`src/rtl/periph_pkg.sv`:
```
// Shared types and constants for the serial output peripheral.
package periph_pkg;

    localparam int WORD_W         = 32;
    localparam int BYTES_PER_WORD = 4;
    localparam int DATA_BITS      = 8;

    typedef enum logic [2:0] {
        IDLE   = 3'd0,
        START  = 3'd1,
        DATA   = 3'd2,
        PARITY = 3'd3,
        STOP   = 3'd4
    } tx_state_t;

    function automatic logic even_parity(input logic [DATA_BITS-1:0] d);
        return ^d;
    endfunction

endpackage

```
`src/rtl/periph_tx_sync_fifo.sv`:
```
// Synchronous word FIFO; callers must not push when full (unless popping) or pop when empty.
module sync_fifo #(
    parameter int WIDTH = 32,
    parameter int DEPTH = 4
) (
    input  logic                       clk,
    input  logic                       reset,
    input  logic                       push,
    input  logic                       pop,
    input  logic [WIDTH-1:0]           wr_data,
    output logic [WIDTH-1:0]           rd_data,
    output logic [$clog2(DEPTH):0]     count,
    output logic                       full,
    output logic                       empty
);

    localparam int PTR_W = $clog2(DEPTH);
    localparam int CNT_W = PTR_W + 1;

    logic [WIDTH-1:0] mem_r [DEPTH];
    logic [PTR_W-1:0] wr_ptr_r;
    logic [PTR_W-1:0] rd_ptr_r;
    logic [CNT_W-1:0] count_r;

    // Storage array; contents need no reset since count gates every read.
    always_ff @(posedge clk) begin
        if (push) begin
            mem_r[wr_ptr_r] <= wr_data;
        end
    end

    // Pointers wrap naturally because DEPTH is a power of two.
    always_ff @(posedge clk) begin
        if (reset) begin
            wr_ptr_r <= {PTR_W{1'b0}};
            rd_ptr_r <= {PTR_W{1'b0}};
            count_r  <= {CNT_W{1'b0}};
        end else begin
            if (push) wr_ptr_r <= wr_ptr_r + {{(PTR_W-1){1'b0}}, 1'b1};
            if (pop)  rd_ptr_r <= rd_ptr_r + {{(PTR_W-1){1'b0}}, 1'b1};
            case ({push, pop})
                2'b10:   count_r <= count_r + {{(CNT_W-1){1'b0}}, 1'b1};
                2'b01:   count_r <= count_r - {{(CNT_W-1){1'b0}}, 1'b1};
                default: count_r <= count_r;
            endcase
        end
    end

    assign rd_data = mem_r[rd_ptr_r];
    assign count   = count_r;
    assign full    = (count_r == CNT_W'(DEPTH));
    assign empty   = (count_r == {CNT_W{1'b0}});

endmodule

```
`src/rtl/periph_tx.sv`:
```
// Memory-mapped UART-style word transmitter: FIFO-queued words sent as 4 bytes, LSB byte first.
// Optional even-parity bit per byte when PERIPH_TX_PARITY_EN is defined.
module periph_tx
    import periph_pkg::*;
#(
    parameter int DEPTH        = 4,
    parameter int CLKS_PER_BIT = 8
) (
    input  logic                     clk,
    input  logic                     reset,
    input  logic                     i_wr_en,
    input  logic [WORD_W-1:0]        i_wr_data,
    input  logic                     i_clr_ovf,
    output logic                     o_tx,
    output logic                     o_busy,
    output logic                     o_full,
    output logic [$clog2(DEPTH):0]   o_count,
    output logic                     o_overflow
);

    localparam int TMR_W = $clog2(CLKS_PER_BIT);
    localparam logic [TMR_W-1:0] TMR_LAST  = TMR_W'(CLKS_PER_BIT - 1);
    localparam logic [2:0]       BIT_LAST  = 3'(DATA_BITS - 1);
    localparam logic [1:0]       BYTE_LAST = 2'(BYTES_PER_WORD - 1);

    tx_state_t          state_r, state_s;
    logic [TMR_W-1:0]   timer_r, timer_s;
    logic [2:0]         bit_r, bit_s;
    logic [1:0]         byte_r, byte_s;
    logic [WORD_W-1:0]  shift_r, shift_s;
    logic               tx_r, tx_s;
    logic               ovf_r;

    logic               pop_s;
    logic               push_s;
    logic               drop_s;
    logic [WORD_W-1:0]  head_s;
    logic               fifo_empty_s;
    logic               fifo_full_s;
    logic [$clog2(DEPTH):0] fifo_count_s;

    // A pop frees a slot in the same cycle, so a write into a full FIFO is still accepted.
    assign push_s = i_wr_en & (~fifo_full_s | pop_s);
    assign drop_s = i_wr_en & fifo_full_s & ~pop_s;

    sync_fifo #(
        .WIDTH (WORD_W),
        .DEPTH (DEPTH)
    ) u_fifo (
        .clk     (clk),
        .reset   (reset),
        .push    (push_s),
        .pop     (pop_s),
        .wr_data (i_wr_data),
        .rd_data (head_s),
        .count   (fifo_count_s),
        .full    (fifo_full_s),
        .empty   (fifo_empty_s)
    );

    // Frame sequencer state, counters, shift register and registered serial line.
    always_ff @(posedge clk) begin
        if (reset) begin
            state_r <= IDLE;
            timer_r <= {TMR_W{1'b0}};
            bit_r   <= 3'd0;
            byte_r  <= 2'd0;
            shift_r <= {WORD_W{1'b0}};
            tx_r    <= 1'b1;
        end else begin
            state_r <= state_s;
            timer_r <= timer_s;
            bit_r   <= bit_s;
            byte_r  <= byte_s;
            shift_r <= shift_s;
            tx_r    <= tx_s;
        end
    end

    // Next-state logic; o_tx is precomputed from the next state so the line is registered.
    always_comb begin
        state_s = state_r;
        timer_s = timer_r;
        bit_s   = bit_r;
        byte_s  = byte_r;
        shift_s = shift_r;
        pop_s   = 1'b0;
        tx_s    = 1'b1;

        case (state_r)
            IDLE: begin
                if (!fifo_empty_s) begin
                    pop_s   = 1'b1;
                    shift_s = head_s;
                    byte_s  = 2'd0;
                    bit_s   = 3'd0;
                    timer_s = {TMR_W{1'b0}};
                    state_s = START;
                end else begin
                    state_s = IDLE;
                end
            end
            START: begin
                if (timer_r == TMR_LAST) begin
                    timer_s = {TMR_W{1'b0}};
                    bit_s   = 3'd0;
                    state_s = DATA;
                end else begin
                    timer_s = timer_r + {{(TMR_W-1){1'b0}}, 1'b1};
                end
            end
            DATA: begin
                if (timer_r == TMR_LAST) begin
                    timer_s = {TMR_W{1'b0}};
                    if (bit_r == BIT_LAST) begin
                        bit_s = 3'd0;
`ifdef PERIPH_TX_PARITY_EN
                        state_s = PARITY;
`else
                        state_s = STOP;
`endif
                    end else begin
                        bit_s = bit_r + 3'd1;
                    end
                end else begin
                    timer_s = timer_r + {{(TMR_W-1){1'b0}}, 1'b1};
                end
            end
            PARITY: begin
                if (timer_r == TMR_LAST) begin
                    timer_s = {TMR_W{1'b0}};
                    state_s = STOP;
                end else begin
                    timer_s = timer_r + {{(TMR_W-1){1'b0}}, 1'b1};
                end
            end
            STOP: begin
                if (timer_r == TMR_LAST) begin
                    timer_s = {TMR_W{1'b0}};
                    if (byte_r != BYTE_LAST) begin
                        byte_s  = byte_r + 2'd1;
                        shift_s = {8'h00, shift_r[WORD_W-1:8]};
                        state_s = START;
                    end else begin
                        state_s = IDLE;
                    end
                end else begin
                    timer_s = timer_r + {{(TMR_W-1){1'b0}}, 1'b1};
                end
            end
            default: begin
                state_s = IDLE;
            end
        endcase

        case (state_s)
            START:   tx_s = 1'b0;
            DATA:    tx_s = shift_s[bit_s];
            PARITY:  tx_s = even_parity(shift_s[DATA_BITS-1:0]);
            default: tx_s = 1'b1;
        endcase
    end

    // Sticky overflow; a drop in the same cycle as a clear keeps the flag set.
    always_ff @(posedge clk) begin
        if (reset) begin
            ovf_r <= 1'b0;
        end else if (drop_s) begin
            ovf_r <= 1'b1;
        end else if (i_clr_ovf) begin
            ovf_r <= 1'b0;
        end else begin
            ovf_r <= ovf_r;
        end
    end

    assign o_tx       = tx_r;
    assign o_busy     = (fifo_count_s != {($clog2(DEPTH)+1){1'b0}}) | (state_r != IDLE);
    assign o_full     = fifo_full_s;
    assign o_count    = fifo_count_s;
    assign o_overflow = ovf_r;

endmodule

```
`config.mk`:
```
export PLATFORM = sky130hd
export DESIGN_NAME = periph_tx
export DESIGN_NICKNAME = d
export VERILOG_FILES = /design/src/rtl/periph_pkg.sv /design/src/rtl/periph_tx_sync_fifo.sv /design/src/rtl/periph_tx.sv
export SDC_FILE = /design/constraint.sdc
export NUM_CORES = 1
export LEC_CHECK = 0
export CAP_MARGIN = 20
export CORE_MARGIN = 1.5
export CORE_UTILIZATION = 60
export CTS_BUF_LIST = sky130_fd_sc_hd__clkbuf_8
export DETAILED_ROUTE_END_ITERATION = 8
export GPL_TIMING_DRIVEN = 1
export PLACE_DENSITY_LB_ADDON = 0.05
export SLEW_MARGIN = 30
export SYNTH_ARGS = -nofsm -noshare
export SYNTH_HDL_FRONTEND = slang
export SYNTH_SLANG_ARGS = --single-unit
```
`constraint.sdc`:
```
create_clock -name clk -period 3.1 [get_ports clk]
set_input_delay 0.62 -clock clk [delete_from_list [all_inputs] [get_ports clk]]
set_output_delay 0.62 -clock clk [all_outputs]
set_load 0.005 [all_outputs]
```
==> impl_metrics.yaml <==
route:
  vias_per_cell: 5.94
  highest_layer: "met4"
  dr_total_vias: 4002
  met3_length_um: 497
  drtAntennaViolNets: 0
  post_drt_wl_per_cell_um: 19.2
  wl_met1_mm: 5.62
  first_iter_violations: 318
  drc: 1
  firstDrtPassIters: 7
  wl_met2_mm: 6.56
  totalWireLength_mm: 12.9
critical_path:
  worstSetupPathType: "reg -> out"
  worst_setup_path_start_kind: "register"
  end_kind: "output pin"
  reg2reg_depth: 7
  arrival_ns: 2.32
  worst-endpoint-required_ns: 2.48
  crit_fanout: 15
synthesis:
  seq_area_frac_synth_pct: 68.5
  yosys.area.top_type: "edfxtp_1"
  synth-edff-count: 128
  synthSimpleGateAreaFrac_pct: 9.02
  yosys.area.top_type_share_pct: 53.5
  synth_ff_type: "edfxtp_1"
  ys_top_cells_by_area: "edfxtp_1 (54%), dfxtp_1 (15%), mux4_2 (10%)"
  synth_common_cells: "edfxtp_1 (128), dfxtp_1 (54), nand2_1 (43)"
  synth_warnings: 0
  synth_compound_area_share_pct: 6.06
  syn_inst: 474
  synthArstFlopShare_pct: 0
  synth_top_family_by_area: "multiplexers"
  syn_nets: 522
  yosysMostFrequentCell: "edfxtp_1"
  synthAdderAreaFrac_pct: 2.19
  avgSynthCellArea_sq_um: 15.2
  synthXorXnorAreaFrac_pct: 1.58
  ys_types: 44
  yosys-mux-area-fraction_pct: 10.6
  netlist_area_sq_um: 7180
  yosys_register_bits: 182
placement:
  port_buffers: 42
  hpwl_mm: 8.26
  dp.cells: 642
  finalWeightedCongestion: 0.838
power:
  switchingPower_w: 0.00207
  pwr-share-comb_pct: 28.6
  pwr-share-seq_pct: 47.5
  internal-power_w: 0.00459
  swShare_pct: 31.1
  irDropWorstVdd_mv: 0.472
  clockPowerShare_pct: 23.9
  power.leakage_nw: 2.75
  p_per_area_nw_per_um2: 817
clocking:
  hold_buffers: 0
  clk_pin_slew_ns: 0.09
  clock-root-buffer: "clkbuf_8"
  clock_path_buffers: 2
  postCtsSetupRepairBufs: 0
  cts_resized: 0
  cts_sinks: 182
  cts_max_level: 4
  clk_latency_ns: 0.44
  cts_tree: "done"
  cts_buffers: 17
floorplan:
  die_h_um: 112
  die_area_sq_um: 12600
  core-area_sq_um: 11600
  rows: 39
  start_util_pct: 62.1
  fp.dieW_um: 112
  ios: 43
global_routing:
  grt_usage_pct: 22.4
  gr-total-overflow: 0
  grt_pass1_vias: 4143
  grt_pass1_wl_mm: 21.2
  grt_max_degree: 33
  antenna_found_initial: 0
sta:
  max_freq_mhz: 341
  worst_pin_slew_ns: 0.910
  final_hold_viol_count: 0
  post-route-min-period_ns: 2.94
  worst_clock_skew_ns: 0.0102
  finalSetupViolCount: 0
  slew_headroom_pct: 39.2
  setup_tns_ns: 0
  final_max_slew_viol_count: 0
  rsz0062_at_grt: "false"
  min_period_over_period_pct: 94.7
hold_path:
  hold_path_depth: 2
  hp-class: "reg -> reg"
outcome:
  status: "finished with violations"
  violations: "DRC"
finish:
  nFillCells: 797
  final-seq-area_sq_um: 4930
  final_cell_count_no_fill: 674
  multiInputGateArea_sq_um: 2120
  nNetsFinal: 566
  insertedDiodeCount: 0
  area_growth_pct: 13.4
  drive_above_1_share_pct: 15.1
flow_run:
  max-cap-violations: 0
-- layer usage --
metal  vias up  track usage (%)
met5         -                0
met4         0             7.76
met3        16             5.51
met2        79             38.2
met1      1996             28.6
li1       1911                -
-- through the flow --
stage                     worst slack, ns  total power (W)  hold slack (ns)  instance area, sq um  utilization [%]
after detailed placement            0.418          0.00513            0.470                  7750             67.0
final                               0.165          0.00666            0.485                  8150             70.5
after CTS                           0.168          0.00672            0.487                  8150             70.5
after global placement              0.504          0.00507            0.467                  7750             67.0
after global routing               0.0166          0.00704            0.507                  8150             70.5
after floorplan                     0.366          0.00460            0.456                  7180                -
-- kinds of logic (layout without fill, tap and decap cells) --
| kind of cell | after synthesis | after routing |
|---|---|---|
| compound gates | 61 | 61 |
| xor+xnor | 13 | 13 |
| fa+ha+maj | 12 | 12 |
| buf+inv | 36 | 93 |
| flops | 182 | 182 |
| mux | 36 | 36 |
| simple gates | 134 | 134 |
-- worst max-delay path: stages (launching register included) --
cell and delay [ns]:
dfxtp_1 0.45, nor3_1 0.73, nand2_1 0.20, clkdlybuf4s50_1 0.49
-- worst paths after layout --
path / startpoint / end / slack [ns]
worst min-delay path: shift_r[22] / shift_r[22] / 0.48
worst min register to register: shift_r[22] / shift_r[22] / 0.48
worst max-delay path: state_r[2] / o_busy / 0.16
worst max register to register: state_r[2] / o_tx / 0.47
-- layout by cell type, fill, tap and decap left out, types with 4 or more instances in the layout --
master             n
nor2b_1           10
a21oi_1            8
buf_4             11
dfxtp_1           53
o21ai_0            4
nand3_1           17
clkbuf_8          17
xnor2_1            9
mux2i_1            4
nand3b_1           4
inv_1              8
a22oi_1           10
clkdlybuf4s50_1   41
edfxtp_1         128
a221o_1            8
xor2_1             4
nor3_1             4
inv_6              6
ha_1              11
nand2_1           43
a31oi_1           18
and3_1            13
mux4_2            32
nor2_1            30
-- final cells by class --
class	count	share of cell area (%)
Clock buffer	17	2.87
Clock inverter	15	2.06
Inverter	8	0.368
Multi-Input combinational cell	256	26.0
Sequential cell	182	60.4
Tap cell	143	2.20
Timing Repair Buffer	53	6.11
-- power groups by stage --
stage | logic, W | registers [W] | clock network [W]
after floorplan | 0.00148 | 0.00312 | 0
after global placement | 0.00187 | 0.00320 | 0
after detailed placement | 0.00192 | 0.00321 | 0
after CTS | 0.00193 | 0.00316 | 0.00163
after global routing | 0.00211 | 0.00320 | 0.00173
final | 0.00190 | 0.00316 | 0.00159
-- flip-flops by register name, summed over array words and instances (netlist names), 2 cells and up, named ones only --
| signal | count |
|---|---|
| u_fifo.mem_r | 128 |
| timer_r | 3 |
| shift_r | 32 |
| u_fifo.rd_ptr_r | 2 |
| u_fifo.wr_ptr_r | 2 |
| state_r | 3 |
| bit_r | 3 |
| u_fifo.count | 3 |
| byte_r | 2 |
No activity file was read; power rests on OpenSTA's default activity.
